**config.mk**
```make
export PLATFORM = sky130hd
export DESIGN_NAME = vga_sync_decoder
export DESIGN_NICKNAME = d
export VERILOG_FILES = /design/src/rtl/vga_sync_decoder_pkg.sv /design/src/rtl/vga_sync_sampler.sv /design/src/rtl/vga_sync_decoder.sv
export SDC_FILE = /design/constraint.sdc
export NUM_CORES = 1
export LEC_CHECK = 0
export ABC_AREA = 1
export CAP_MARGIN = 30
export CORE_MARGIN = 1
export CORE_UTILIZATION = 52
export DETAILED_ROUTE_END_ITERATION = 10
export GPL_ROUTABILITY_DRIVEN = 0
export HOLD_SLACK_MARGIN = 0.03
export PLACE_DENSITY = 0.77
export SLEW_MARGIN = 20
export SYNTH_ARGS = -nofsm -noshare
export SYNTH_HDL_FRONTEND = slang
export SYNTH_SLANG_ARGS = --single-unit
export TNS_END_PERCENT = 5
```
**constraint.sdc**
```tcl
create_clock -name i_clk -period 2.9 [get_ports i_clk]
set_clock_uncertainty 0.1 [all_clocks]
set_input_delay 0.58 -clock i_clk [delete_from_list [all_inputs] [get_ports i_clk]]
set_output_delay 0.58 -clock i_clk [all_outputs]
set_load 0.005 [all_outputs]
```
**src/rtl/vga_sync_decoder_pkg.sv**
```systemverilog
// Timing constants, counter type and FSM encoding shared by vga_driver and vga_sync_decoder.
package vga_sync_decoder_pkg;

    localparam int COUNT_W = 10;

    // Default geometry: display / front porch / sync / back porch.
    localparam int DEF_H_DISP = 320;
    localparam int DEF_H_FP   = 16;
    localparam int DEF_H_SYNC = 48;
    localparam int DEF_H_BP   = 32;
    localparam int DEF_V_DISP = 240;
    localparam int DEF_V_FP   = 10;
    localparam int DEF_V_SYNC = 2;
    localparam int DEF_V_BP   = 33;

    typedef logic [COUNT_W-1:0] count_t;

    typedef enum logic [1:0] {
        SEARCH = 2'd0,
        VERIFY = 2'd1,
        LOCKED = 2'd2
    } sync_state_t;

    // Counters stick at all-ones instead of wrapping to zero.
    function automatic count_t sat_inc(input count_t v);
        return (v == '1) ? v : v + 1'b1;
    endfunction

endpackage

```
**src/rtl/vga_sync_sampler.sv**
```systemverilog
// Registers raw hsync/vsync/video once, normalizes sync to active-high and derives edge pulses.
module vga_sync_sampler #(
    parameter bit SYNC_ACTIVE_LOW = 1'b1
) (
    input  logic i_clk,
    input  logic i_rst,
    input  logic i_hsync,
    input  logic i_vsync,
    input  logic i_video,
    output logic hsync,
    output logic vsync,
    output logic video,
    output logic vs_edge,
    output logic v_rise,
    output logic v_fall
);

    logic vs_prev;
    logic vid_prev;

    always_ff @(posedge i_clk or posedge i_rst) begin
        if (i_rst) begin
            hsync    <= 1'b0;
            vsync    <= 1'b0;
            video    <= 1'b0;
            vs_prev  <= 1'b0;
            vid_prev <= 1'b0;
        end else begin
            hsync    <= i_hsync ^ SYNC_ACTIVE_LOW;
            vsync    <= i_vsync ^ SYNC_ACTIVE_LOW;
            video    <= i_video;
            vs_prev  <= vsync;
            vid_prev <= video;
        end
    end

    assign vs_edge = vsync & ~vs_prev;
    assign v_rise  = video & ~vid_prev;
    assign v_fall  = ~video & vid_prev;

endmodule

```
**src/rtl/vga_sync_decoder.sv**
```systemverilog
// Recovers pixel coordinates from a raw VGA sync/video stream, measures geometry and
// reports lock once a whole frame between two vsync edges matches hDisp x vDisp.
module vga_sync_decoder
    import vga_sync_decoder_pkg::*;
#(
    parameter int hDisp           = DEF_H_DISP,
    parameter int vDisp           = DEF_V_DISP,
    parameter bit SYNC_ACTIVE_LOW = 1'b1
) (
    input  logic               i_clk,
    input  logic               i_rst,
    input  logic               i_hsync,
    input  logic               i_vsync,
    input  logic               i_video,
    output logic [COUNT_W-1:0] o_x,
    output logic [COUNT_W-1:0] o_y,
    output logic               o_pixel_valid,
    output logic               o_line_start,
    output logic               o_frame_start,
    output logic               o_locked,
    output logic [COUNT_W-1:0] o_h_active,
    output logic [COUNT_W-1:0] o_v_active,
    output logic               o_err
);

    localparam count_t H_TARGET = count_t'(hDisp);
    localparam count_t V_TARGET = count_t'(vDisp);

    logic hsync, vsync, video, vs_edge, v_rise, v_fall;

    vga_sync_sampler #(
        .SYNC_ACTIVE_LOW(SYNC_ACTIVE_LOW)
    ) u_sampler (
        .i_clk   (i_clk),
        .i_rst   (i_rst),
        .i_hsync (i_hsync),
        .i_vsync (i_vsync),
        .i_video (i_video),
        .hsync   (hsync),
        .vsync   (vsync),
        .video   (video),
        .vs_edge (vs_edge),
        .v_rise  (v_rise),
        .v_fall  (v_fall)
    );

    sync_state_t state;
    count_t      col;
    count_t      row;
    count_t      pix_idx;
    count_t      row_total;
    logic        frame_bad;
    logic        violation;
    logic        pixel_ok;

    // row_total folds in a line ending this cycle so a coincident vsync sees the completed line.
    always_comb begin
        pix_idx   = v_rise ? '0 : col;
        row_total = v_fall ? sat_inc(row) : row;
        pixel_ok  = video && (state == LOCKED);
        violation = (v_fall && (col != H_TARGET))
                 || (video && (pix_idx == H_TARGET))
                 || (vs_edge && (row_total != V_TARGET))
                 || (video && (hsync || vsync))
                 || (vs_edge && (video || v_fall));
    end

    always_ff @(posedge i_clk or posedge i_rst) begin
        if (i_rst) begin
            col        <= '0;
            row        <= '0;
            o_h_active <= '0;
            o_v_active <= '0;
        end else begin
            if (video) begin
                col <= sat_inc(pix_idx);
            end
            if (v_fall) begin
                o_h_active <= col;
            end
            if (vs_edge) begin
                o_v_active <= row_total;
                row        <= '0;
            end else begin
                row <= row_total;
            end
        end
    end

    // o_err only fires from LOCKED; lower states just keep re-verifying.
    always_ff @(posedge i_clk or posedge i_rst) begin
        if (i_rst) begin
            state         <= SEARCH;
            frame_bad     <= 1'b0;
            o_locked      <= 1'b0;
            o_err         <= 1'b0;
            o_pixel_valid <= 1'b0;
            o_line_start  <= 1'b0;
            o_frame_start <= 1'b0;
            o_x           <= '0;
            o_y           <= '0;
        end else begin
            o_err         <= 1'b0;
            o_pixel_valid <= pixel_ok;
            o_line_start  <= pixel_ok && (pix_idx == '0);
            o_frame_start <= pixel_ok && (pix_idx == '0) && (row == '0);
            if (pixel_ok) begin
                o_x <= pix_idx;
                o_y <= row;
            end

            if (vs_edge) begin
                frame_bad <= 1'b0;
            end else if (violation) begin
                frame_bad <= 1'b1;
            end

            case (state)
                SEARCH: begin
                    o_locked <= 1'b0;
                    if (vs_edge) begin
                        state <= VERIFY;
                    end
                end
                VERIFY: begin
                    if (vs_edge && !frame_bad && !violation) begin
                        state    <= LOCKED;
                        o_locked <= 1'b1;
                    end
                end
                LOCKED: begin
                    if (violation) begin
                        state    <= SEARCH;
                        o_locked <= 1'b0;
                        o_err    <= 1'b1;
                    end
                end
                default: begin
                    state    <= SEARCH;
                    o_locked <= 1'b0;
                end
            endcase
        end
    end

endmodule

```
# [Yosys cells after proc, flatten, opt, wreduce, memory -nomap -nowiden]
# Index checks and enable logic that the tools add are counted.
[totals] elab_cells=78 regBits=73 inputBits=5 out_inout_bits=45
[classes] n_bitwise=8 n_mux=16 n_eq_ne=10 reduce_logical=24 n_addsub=2
[op_table] op="10-bit 2-to-1 mux" count=5
[op_table] op="10-bit by 1-bit adder with 10-bit output, second input constant" count=2
[op_table] op="10-bit equality test, second input constant" count=2
[op_table] op="10-bit logical NOT" count=2
[op_table] op="10-bit by 9-bit equality test with 1-bit output, second input constant" count=1
[op_table] op="1-bit logical AND" count=10
[op_table] op="10-bit by 8-bit inequality test with 1-bit output, second input constant" count=1
[op_table] op="10-bit by 9-bit inequality test with 1-bit output, second input constant" count=1
[op_table] op="1-bit logical OR" count=6
[op_table] op="1-bit 2-to-1 mux" count=6
[op_table] op="2-bit 2-to-1 mux" count=3
[op_table] op="2-bit inequality test, second input constant" count=3
[op_table] op="2-bit one-hot mux with 3 select lines" count=1
[op_table] op="1-bit NOT" count=5
[op_table] op="1-bit AND" count=3
[op_table] op="3-bit AND reduction" count=1
[op_table] op="2-bit by 1-bit equality test with 1-bit output, second input constant" count=1
[op_table] op="2-bit equality test, second input constant" count=1
[op_table] op="1-bit logical NOT" count=2
[op_table] op="2-bit logical NOT" count=1
[op_table] op="1-bit one-hot mux with 2 select lines" count=1
[op_table] op="2-bit AND reduction" count=1
[op_table] op="2-bit nonzero test" count=1

# [Longest topological paths before layout]
[depth] depth_word=13 mapped_depth=18 ltp_nobuf=17

# [Hierarchy]
# A second synthesis with hierarchy kept.
[unflattened] cells_unflattened=393 area_unflattened_um2=3295.7
[by_module_without_submodules] module="vga_sync_decoder" instances=1 area_each_um2=3136.8 seq_area_each_um2=1701.6 cells_each=379
[by_module_without_submodules] module="vga_sync_sampler" instances=1 area_each_um2=158.9 seq_area_each_um2=125.1 cells_each=14

# [Least setup slack after synthesis]
# OpenSTA, ideal clock, no wires.
[synth_timing] path_type="register to register" start="register row[0]" end="register state[0]" slack_ns=1.028 t_arrival_ns=1.655 setup_time_ns=0.116 stages_incl_launch_ff=17 required_ns=2.684 period_less_slack_ns=1.872 path_buffers=0 path_cell_list="dfrtp_1 -> ha_1 -> nand2_1 -> nor2_2 -> nand2_2 -> nand2_1 -> nand2_1 -> nand2_1 -> nand2_1 -> nor2_1 -> nand3_1 -> nand2_1 -> nand2_1 -> inv_2 -> nand3_2 -> nand2_1 -> nand2_1"
[synth_via] elab_chain_cells=12 elab_cells_between_ends=14 cone_classes="add/sub (1); eq/ne (4); mux (2); reduce/logical (7)"
[synth_rtl] element="from (decl)" line_no="vga_sync_decoder.sv:49" rtl="count_t row;"
[synth_rtl] element="from (signal assigned)" line_no="vga_sync_decoder.sv:85" rtl="row <= row_total;"
[synth_rtl] element="10-bit by 1-bit adder with 10-bit output / 10-bit equality test (equally long branches)" line_no="vga_sync_decoder_pkg.sv:26" rtl="return (v == '1) ? v : v + 1'b1;"
[synth_rtl] element="10-bit 2-to-1 mux" line_no="vga_sync_decoder_pkg.sv:26"
[synth_rtl] element="10-bit 2-to-1 mux (*)" line_no="vga_sync_decoder.sv:59" rtl="row_total = v_fall ? sat_inc(row) : row;"
[synth_rtl] element="10-bit by 8-bit inequality test with 1-bit output (*)" line_no="vga_sync_decoder.sv:63" rtl="|| (vs_edge && (row_total != V_TARGET))"
[synth_rtl] element="1-bit logical AND (*)" line_no="vga_sync_decoder.sv:63"
[synth_rtl] element="1-bit logical OR (*)" line_no="vga_sync_decoder.sv:63"
[synth_rtl] element="1-bit logical OR (*)" line_no="vga_sync_decoder.sv:64" rtl="|| (video && (hsync || vsync))"
[synth_rtl] element="1-bit logical OR (*)" line_no="vga_sync_decoder.sv:65" rtl="|| (vs_edge && (video || v_fall));"
[synth_rtl] element="1-bit logical NOT" line_no="vga_sync_decoder.sv:126" rtl="if (vs_edge && !frame_bad && !violation) begin"
[synth_rtl] element="1-bit logical AND" line_no="vga_sync_decoder.sv:126"
[synth_rtl] element="2-bit inequality test (no source line)"
[synth_rtl] element="3-bit AND reduction (no source line) (*)"
[synth_rtl] element="to (signal assigned)" line_no="vga_sync_decoder.sv:122" rtl="state <= VERIFY;"
[synth_rtl] element="to (signal assigned)" line_no="vga_sync_decoder.sv:127" rtl="state <= LOCKED;"
[synth_rtl] element="to (signal assigned)" line_no="vga_sync_decoder.sv:133" rtl="state <= SEARCH;"
[synth_rtl] element="to (decl)" line_no="vga_sync_decoder.sv:47" rtl="sync_state_t state;"
# Mark *: on every way between the ends. The rest lies on a longest branch, timed or not.
# A chain may end at the register's enable or synchronous reset.

# [Worst setup path in the final report]
[layout_timing] start="register u_sampler.video" end="register state[0]"
[layout_via] elab_chain_cells=12 elab_cells_between_ends=22 cone_classes="eq/ne (4); mux (2); bitwise (3); reduce/logical (13)"
[layout_rtl] element="from (decl)" line_no="vga_sync_sampler.sv:12" rtl="output logic video,"
[layout_rtl] element="from (signal assigned)" line_no="vga_sync_sampler.sv:31" rtl="video <= i_video;"
[layout_rtl] element="1-bit AND / 1-bit NOT (equally long branches)" line_no="vga_sync_sampler.sv:38, vga_sync_sampler.sv:39"
[layout_rtl] element="10-bit 2-to-1 mux / 1-bit AND (equally long branches)" line_no="vga_sync_decoder.sv:58, vga_sync_sampler.sv:39"
[layout_rtl] element="10-bit by 9-bit equality test with 1-bit output / 10-bit 2-to-1 mux (equally long branches)" line_no="vga_sync_decoder.sv:62, vga_sync_decoder.sv:59"
[layout_rtl] element="1-bit logical AND / 10-bit by 8-bit inequality test with 1-bit output (equally long branches)" line_no="vga_sync_decoder.sv:62, vga_sync_decoder.sv:63"
[layout_rtl] element="1-bit logical OR / 1-bit logical AND (equally long branches)" line_no="vga_sync_decoder.sv:62, vga_sync_decoder.sv:63"
[layout_rtl] element="1-bit logical OR" line_no="vga_sync_decoder.sv:63"
[layout_rtl] element="1-bit logical OR" line_no="vga_sync_decoder.sv:64"
[layout_rtl] element="1-bit logical OR (*)" line_no="vga_sync_decoder.sv:65"
[layout_rtl] element="1-bit logical NOT" line_no="vga_sync_decoder.sv:126"
[layout_rtl] element="1-bit logical AND" line_no="vga_sync_decoder.sv:126"
[layout_rtl] element="2-bit inequality test (no source line)"
[layout_rtl] element="3-bit AND reduction (no source line) (*)"
# Marked as above.

==> flow_summary.json <==
{
  "die_y_um": 82.2,
  "critPathLaunchType": "register",
  "synth-simple-area-share_pct": 26.0,
  "p_per_area_nw_per_um2": 581,
  "synthCells": 392,
  "worstPathMaxFanout": 25,
  "route.vias.total": 2659,
  "seq_area_frac_synth_pct": 54.6,
  "p_int_uw": 1740,
  "synth_top_family_by_area": "simple AND/OR/NAND/NOR gates",
  "core_area_um2": 6060,
  "synth_compound_area_share_pct": 7.82,
  "start_util_pct": 55.2,
  "layout_setup_ws_ps": 608,
  "io-pin-count": 50,
  "cts_resized": 0,
  "cts_setup_buffers": 0,
  "synth_nets": 401,
  "worst_pin_slew_ps": 575,
  "clk_latency_ps": 360,
  "final_util_pct": 68.0,
  "synthArstFlopShare_pct": 100,
  "drc": 0,
  "crit_required_ps": 3050,
  "fmax_mhz": 436,
  "cts_tree": "done",
  "drt_iter0_markers": 133,
  "rr_worst_depth": 14,
  "hp-start": "u_sampler.vsync",
  "grt_pass1_wl_mm": 11.7,
  "avgRoutedWirePerCell_um": 13.3,
  "reg2reg_slack_ps": 610,
  "cts_buffer_depth": 2,
  "finalSetupViolCount": 0,
  "die_x_um": 82.2,
  "grt_max_degree": 50,
  "grt_pass1_vias": 2603,
  "slew_viol_final": 0,
  "numCtsBuffers": 9,
  "synthMuxAreaShare_pct": 0,
  "synth_ff_type": "dfrtp_1",
  "hpwl_mm": 5.11,
  "antenna_found_initial": 0,
  "path_class": "reg -> reg",
  "end_kind": "register",
  "layout-drive-gt1-share_pct": 8.91,
  "htreeDepth": 3,
  "hp-class": "reg -> reg",
  "clockRootBuffer": "clkbuf_8",
  "syn_area_um2": 3340,
  "rsz0062_at_grt": "no",
  "grt_overflow": 0,
  "track_usage_pct": 23.6,
  "ys_types": 28,
  "wl_mm": 6.95,
  "synth_adder_area_share_pct": 1.50,
  "maxCapViolations": 0,
  "maxSlewHeadroom_pct": 61.6,
  "portBuffers": 49,
  "rows": 28,
  "min_period_ps": 2290,
  "cts.clk_slew.worst_paths_ps": 70,
  "diodes": 0,
  "status": "complete, no violations",
  "clock_power_share_pct": 35.7,
  "detail_route.first_pass.iterations": 4,
  "arrival_ps": 2440,
  "area_delta_synth_final_pct": 23.3,
  "r2r_start": "u_sampler.video",
  "worst_ir_drop_vdd_mv": 0.452,
  "worst_hold_path.endpoint": "u_sampler.vs_prev",
  "cts.sinks": 73,
  "setup-tns-final_ps": 0,
  "holdBufCountCts": 0,
  "period_share_pct": 79.0,
  "ant_nets": 0,
  "ys_warn_count": 0,
  "hold_depth": 0,
  "die-area_um2": 6750,
  "r2r-end": "state[0]",
  "avgSynthCellArea_um2": 8.53,
  "ys_ff_latch": 73,
  "yosys.area_share.xor_xnor_pct": 2.10,
  "pwr-share-comb_pct": 15.9,
  "power_switching_uw": 653,
  "final_hold_viol_count": 0,
  "cellLeakagePower_uw": 0.00200,
  "nets": 453,
  "final_cell_mix": "nand2_1, dfrtp_1, inv_1, clkdlybuf4s50_1, o21ai_0",
  "finalPower_uw": 2400,
  "routed_via_density": 5.07,
  "layout_commonest_cell": "nand2_1",
  "sequentialPowerShare_pct": 48.5,
  "switching_share_pct": 27.3,
  "pre_cts_ws_ps": 647,
  "synth_edf_count": 0
}
## cell usage after synthesis, drive strengths merged, types with 2 or more instances
cell,n,share of area [%]
clkbuf,9,1.0
buf,2,0.49
ha,4,1.5
nand2,110,13
dfrtp,73,55
nand3,27,4.3
nor4,2,0.37
nor2,38,5.2
a21oi,4,0.60
xnor2,2,0.52
nor3,4,0.60
inv,55,6.4
o21ai,45,6.7
nand4,7,1.5
xor2,6,1.6
## power groups by stage
stage / Clock [µW] / Sequential, µW / Combinational (µW)
floorplan: 0 / 1170 / 236
global placement: 0 / 1180 / 375
detailed placement: 0 / 1180 / 383
CTS: 870 / 1160 / 385
global route: 905 / 1170 / 435
finish: 854 / 1160 / 380
## cell families after synthesis
kind of cell,Yosys count
AOI/OAI and AO/OA,51
and+or+nand+nor,190
DFF,73
adders and majority gates,4
xor gates and xnor gates,8
buffers and inverters,66
## per-stage QoR
stage | cells | area [µm²] | hold slack, ps
after floorplan | 392 | 3340 | 269
after global placement | 508 | 3910 | 317
after detailed placement | 508 | 3910 | 302
after CTS | 524 | 4120 | 329
after global routing | 524 | 4120 | 338
final | 524 | 4120 | 333
## state kept, by name, indices dropped and copies added (netlist names)
signal / count
col: 10
frame_bad: 1
o_err: 1
o_frame_start: 1
o_h_active: 10
o_line_start: 1
o_locked: 1
o_pixel_valid: 1
o_v_active: 10
o_x: 10
o_y: 10
row: 10
state: 2
u_sampler.hsync: 1
u_sampler.vid_prev: 1
u_sampler.video: 1
u_sampler.vs_prev: 1
u_sampler.vsync: 1
## critical path, stage by stage, from the launching register on
cell and delay (ps):
dfrtp_1 560, inv_4 160, nand2_4 180, nor2_4 210
nand3_1 90, nand2_1 60, nand3_1 120, a21oi_1 170
nand3_1 110, nand2_1 80, nand2_1 70, inv_2 90
nand3_2 50, nand2_1 60, nand2_1 50
## routing by layer
| metal | track usage (%) | wire length [µm] |
|---|---|---|
| met5 | 0 | 0 |
| met4 | 9.30 | 174 |
| met3 | 7.91 | 338 |
| met2 | 39.3 | 3380 |
| met1 | 28.2 | 3050 |
## how the worst max path moves through the flow
| stage | startpoint | to | depth (start not counted) |
|---|---|---|---|
| final | u_sampler.video | state[0] | 14 |
| after global routing | u_sampler.video | state[0] | 14 |
| after CTS | u_sampler.video | state[0] | 17 |
| after detailed placement | u_sampler.video | state[0] | 17 |
| after global placement | u_sampler.video | state[0] | 14 |
| after floorplan | i_rst | col[0] | 1 |
## final cells by class
| type | count | area [µm²] |
|---|---|---|
| Sequential cell | 73 | 1830 |
| Clock inverter | 6 | 82.6 |
| Clock buffer | 10 | 128 |
| Timing Repair Buffer | 52 | 526 |
| Tap cell | 75 | 93.8 |
| Multi-Input combinational cell | 253 | 1250 |
| Inverter | 55 | 214 |
| Fill cell | 512 | 1940 |
(Power assumes the default switching activity.)
==> RTL change 1, RTL diff (config.mk and constraints unchanged) <==
`SYNC_ACTIVE_LOW` is set to 1'b1 in 2 places; all go to 1'b0.
--- a/src/rtl/vga_sync_sampler.sv
+++ b/src/rtl/vga_sync_sampler.sv
@@ -2,3 +2,3 @@
 module vga_sync_sampler #(
-    parameter bit SYNC_ACTIVE_LOW = 1'b1
+    parameter bit SYNC_ACTIVE_LOW = 1'b0
 ) (
--- a/src/rtl/vga_sync_decoder.sv
+++ b/src/rtl/vga_sync_decoder.sv
@@ -7,3 +7,3 @@
     parameter int vDisp           = DEF_V_DISP,
-    parameter bit SYNC_ACTIVE_LOW = 1'b1
+    parameter bit SYNC_ACTIVE_LOW = 1'b0
 ) (
Formal check against the unedited RTL: not equivalent (Yosys sat finds a counterexample within 4 cycles, from zero or initial values and one cycle with i_rst high).
==> RTL change 1 against the original RTL <==
- hold slack got worse by 0.014 ns
- clock power rose by 5.4%
- combinational power rose by 5%
- routed wire length rose by 6.3%
- global-route usage fell by 0.49 points
- sequential cell count did not move
- area after synthesis rose by 2.5%
- design area rose by 2.4%
- power rose by 2.9%
- setup slack got worse by 0.20 ns
- critical endpoint is now o_err
==> RTL change 1: results (changes against the original RTL) <==
* Synth top cells by count: 97 x nand2_1, 73 x dfrtp_1, 44 x inv_1 (was 105 x nand2_1, 73 x dfrtp_1, 50 x inv_1)
* Final nets at 453 (unchanged)
* Worst-Skew Late Latency at around 0.35 ns
* Register area share after synthesis at 53.32% (was 54.64%)
* Proportion of layout cells with a drive suffix above 1 at 12.25% (was 8.909%)
* Slew headroom at 58.32% (was 61.63%)
* Total track usage at 23.16% (was 23.65%)
* VDD IR max at 0.0004470 V (was 0.0004521 V)
* Root Driver: clkbuf_8 (unchanged)
* Initial DRC Count at 285 (was 133)
* Status: finished, final reports clean (unchanged)
* Top_reg_cell synth: dfrtp_1 (unchanged)
* Pleak at 2.013 nW (was 2.003 nW)
* Postcts setup bufs at 0 (unchanged)
* Crit path DAT at 2.63 ns (was 2.44 ns)
* Post-synth net total at 401 (unchanged)
* Synth top area cells: dfrtp_1 53%, nand2_1 11%, o21ai_0 6.3% (was dfrtp_1 55%, nand2_1 12%, o21ai_0 6.7%)
* First-pass GRT wire length at 12.53 mm (was 11.67 mm)
* Vias in the first global route at 2,588 (was 2,603)
* Final WL at 7.383 mm (was 6.948 mm)
* Place WS at 0.4913 ns (was 0.6468 ns)
* H-tree depth at 3 (unchanged)
* Crit path max fanout at 12 (was 25)
* Antenna Cells at 0 (unchanged)
* Peak per-stage delay on the critical path at 0.61 ns (was 0.56 ns)
* Post-CTS resize count at 0 (unchanged)
* Synth Warn # at 0 (unchanged)
* Drt first pass iters at 6 (was 4)
* Vias/cell at 5.266 (was 5.074)
* FILL cells at 527 (was 512)
* Inst Count DP at 510 (was 508)
* Largest net degree at the start of global routing at 41 (was 50)
* IO Port Bufs at 49 (unchanged)
* Dpl hpwl at 5.483 mm (was 5.109 mm)
* DR WL/cell at 14.04 um (was 13.26 um)
* Synth cell types at 37 (was 28)
RTL change 1: report_power, final:
part           leakage [nW]  internal (W)  total, W  switching, W
clock                 0.115      0.000528  0.000900      0.000371
sequential            0.969       0.00110   0.00117     0.0000655
combinational         0.929      0.000165  0.000398      0.000233
total                  2.01       0.00179   0.00246      0.000670
RTL change 1: layout make-up:
type / count / area share [%]
multi-input cells: 255 / 31.69
clock buffers: 11 / 3.587
repair buffers: 53 / 12.63
well taps: 77 / 2.283
inverters: 52 / 4.684
clock inverters: 5 / 1.838
flip-flops and latches: 73 / 43.28
RTL change 1: cell families after synthesis:
group                    synth area share, %
flip-flops                             53.32
XOR/XNOR                               1.790
AND/OR/NAND/NOR                        27.57
buffers and inverters                  7.634
adder cells (fa/ha/maj)                1.461
AO/OA/AOI/OAI                          8.218
RTL change 1: metrics by stage:
step           hold slack (ns)  instance area (um^2)
2_1_floorplan           0.2690                  3426
3_3_place_gp            0.2982                  3991
3_5_place_dp            0.3007                  3991
4_1_cts                 0.3177                  4220
5_1_grt                 0.3379                  4220
6_report                0.3185                  4220
RTL change 1: final timing paths:
| path | endpoint | slack (ns) | startpoint | cells past startpoint |
|---|---|---|---|---|
| setup / recovery | o_err | 0.41 | u_sampler.video | 14 |
| hold / removal | u_sampler.vs_prev | 0.32 | u_sampler.vsync | 0 |
| setup reg to reg | o_err | 0.41 | u_sampler.video | 14 |
| hold reg to reg | u_sampler.vs_prev | 0.32 | u_sampler.vsync | 0 |
| max in group asynchronous | col[0] | 1.59 | i_rst | 3 |
| min in group asynchronous | o_h_active[2] | 0.51 | i_rst | 2 |
RTL change 1: layer usage:
metal	track usage, %	up-vias	share of wire, %
met5	0	-	0
met4	9.091	0	1.7
met3	4.473	19	5.5
met2	36.66	101	47
met1	31.74	1298	46
li1	-	1352	-
==> RTL change 2, RTL diff (same settings) <==
Made on the original files. Re-encode `sync_state_t` (3 states) as one-hot, 3 bits wide.
--- a/src/rtl/vga_sync_decoder_pkg.sv
+++ b/src/rtl/vga_sync_decoder_pkg.sv
@@ -17,6 +17,6 @@
 
-    typedef enum logic [1:0] {
-        SEARCH = 2'd0,
-        VERIFY = 2'd1,
-        LOCKED = 2'd2
+    typedef enum logic [2:0] {
+        SEARCH = 3'b001,
+        VERIFY = 3'b010,
+        LOCKED = 3'b100
     } sync_state_t;
Function: same outputs for any inputs over 10 cycles, from zero or initial values and one cycle with i_rst high; not proved beyond that.
==> RTL change 2 against the original RTL <==
- core utilization is 0.70 points higher
- hold slack better by 0.014 ns
- final cell count is 0.38% lower
- combinational power is 3% higher
- sequential cell count is 1 higher
- design area is 1.0% higher
- setup slack worse by 0.11 ns
- clock power is 4.7% higher
- maximum frequency is 4.6% lower
- sequential share of layout area is 0.18 points higher
- area after synthesis is 0.45% higher
- routed wire length is 4.8% higher
- power is 2.8% higher
- critical path type unchanged
- critical endpoint is now state[1]
==> RTL change 2: results (changes against the original RTL) <==
* Status: finished, final reports clean (unchanged)
* Top_reg_cell synth: dfrtp_1 (unchanged)
* Crit path max fanout at 12 (was 25)
* H-tree depth at 3 (unchanged)
* Vias/cell at 5.316 (was 5.074)
* Synth async-reset ratio at 100.0% (unchanged)
* Initial DRC Count at 204 (was 133)
* Worst-Skew Late Latency at between 0.3 and 0.4 ns
* Synth top cells by count: 94 x nand2_1, 73 x dfrtp_1, 49 x o21ai_0 (was 105 x nand2_1, 73 x dfrtp_1, 50 x inv_1)
* Post-CTS resize count at 0 (unchanged)
* Slew headroom at 59.00% (was 61.63%)
* Total CTS buffers at 9 (unchanged)
* Total track usage at 25.46% (was 23.65%)
* Clock transition at path regs at 0.08 ns
* Final WL at 7.283 mm (was 6.948 mm)
* Synth cell types at 30 (was 28)
* Drt first pass iters at 7 (was 4)
* Synth top area cells: dfrtp_1 54%, nand2_1 11%, o21ai_0 7.3% (was dfrtp_1 55%, nand2_1 12%, o21ai_0 6.7%)
* Clock buffer depth at 2 (unchanged)
* Post-synth net total at 398 (was 401)
* Slowest-stage cell, CP: dfrtp_1 (unchanged)
* VDD IR max at 0.0004657 V (was 0.0004521 V)
* Antenna Cells at 0 (unchanged)
* Initial antenna violation count at 0 (unchanged)
* Proportion of layout cells with a drive suffix above 1 at 10.51% (was 8.909%)
* Dpl hpwl at 5.377 mm (was 5.109 mm)
* Final nets at 451 (was 453)
* Postcts setup bufs at 0 (unchanged)
* Worst Hold Class: flop to flop (unchanged)
* Pleak at 1.956 nW (was 2.003 nW)
* Largest net degree at the start of global routing at 41 (was 50)
* First-pass GRT wire length at 12.71 mm (was 11.67 mm)
* Top-count cell post-synth: nand2_1 (unchanged)
* CP top delay family: simple AND/OR/NAND/NOR gates (unchanged)
* Peak per-stage delay on the critical path at 0.52 ns (was 0.56 ns)
* IO Port Bufs at 49 (unchanged)
* Register area share after synthesis at 55.18% (was 54.64%)
* Placement Cell Area at 3935 um^2 (was 3913 um^2)
* Root Driver: clkbuf_8 (unchanged)
* Vias in the first global route at 2,758 (was 2,603)
* Synth Warn # at 0 (unchanged)
RTL change 2: cell count changes after synthesis, sizes merged, moves of 2 or more:
cell / delta
nand2: -8
nor3: +8
nor2: -7
nand4: +4
o21ai: +4
a21oi: -3
nand3: -3
a22oi: +2
inv: -2
RTL change 2: path summary, 6_finish.rpt:
kind	start	to	slack, ns	cells after the start
max	u_sampler.video	state[1]	0.50	11
min	u_sampler.vsync	u_sampler.vs_prev	0.35	0
max reg2reg	u_sampler.video	state[1]	0.50	11
min reg2reg	u_sampler.vsync	u_sampler.vs_prev	0.35	0
max in group asynchronous	i_rst	o_h_active[5]	1.51	3
min in group asynchronous	i_rst	o_y[2]	0.51	2
RTL change 2: where the power goes:
part	leakage [nW]	internal, W	total [W]	switching [W]
combinational	0.865	0.000162	0.000390	0.000228
clock	0.106	0.000491	0.000894	0.000402
sequential	0.985	0.00112	0.00118	0.0000573
total	1.96	0.00177	0.00246	0.000688
RTL change 2: per-stage QoR:
| stage | std cells | worst slack (ns) |
|---|---|---|
| after floorplan | 389 | 0.3400 |
| after global placement | 506 | 0.5354 |
| after detailed placement | 506 | 0.4287 |
| after CTS | 522 | 0.4076 |
| after global routing | 522 | 0.1150 |
| final | 522 | 0.4975 |
RTL change 2: area by class of cell:
cell class | instances | area (um^2)
inverter | 53 | 198.9
timing repair buffer | 53 | 533.0
tap | 75 | 93.84
clock inverter | 7 | 101.3
fill | 480 | 1896
sequential | 74 | 1853
multi-input combinational | 251 | 1261
clock buffer | 9 | 123.9
RTL change 2: routing by layer:
metal / vias up / share of wire [%] / routed length (um) / track usage, %
li1: 1353 / - / - / -
met1: 1331 / 45 / 3298 / 32.66
met3: 15 / 4.8 / 348 / 5.934
met4: 0 / 1.8 / 134 / 11.75
met5: - / 0 / 0 / 0
met2: 76 / 48 / 3502 / 40.91
RTL change 2: kinds of logic (layout without fill, tap and decap cells):
group	count (synthesis)	count (layout)	synth area share [%]
compound gates	54	54	8.309
xor+xnor	8	8	2.087
fa+ha+maj	4	4	1.490
buf+inv	64	122	7.414
flops	74	74	55.18
simple gates	185	185	25.52
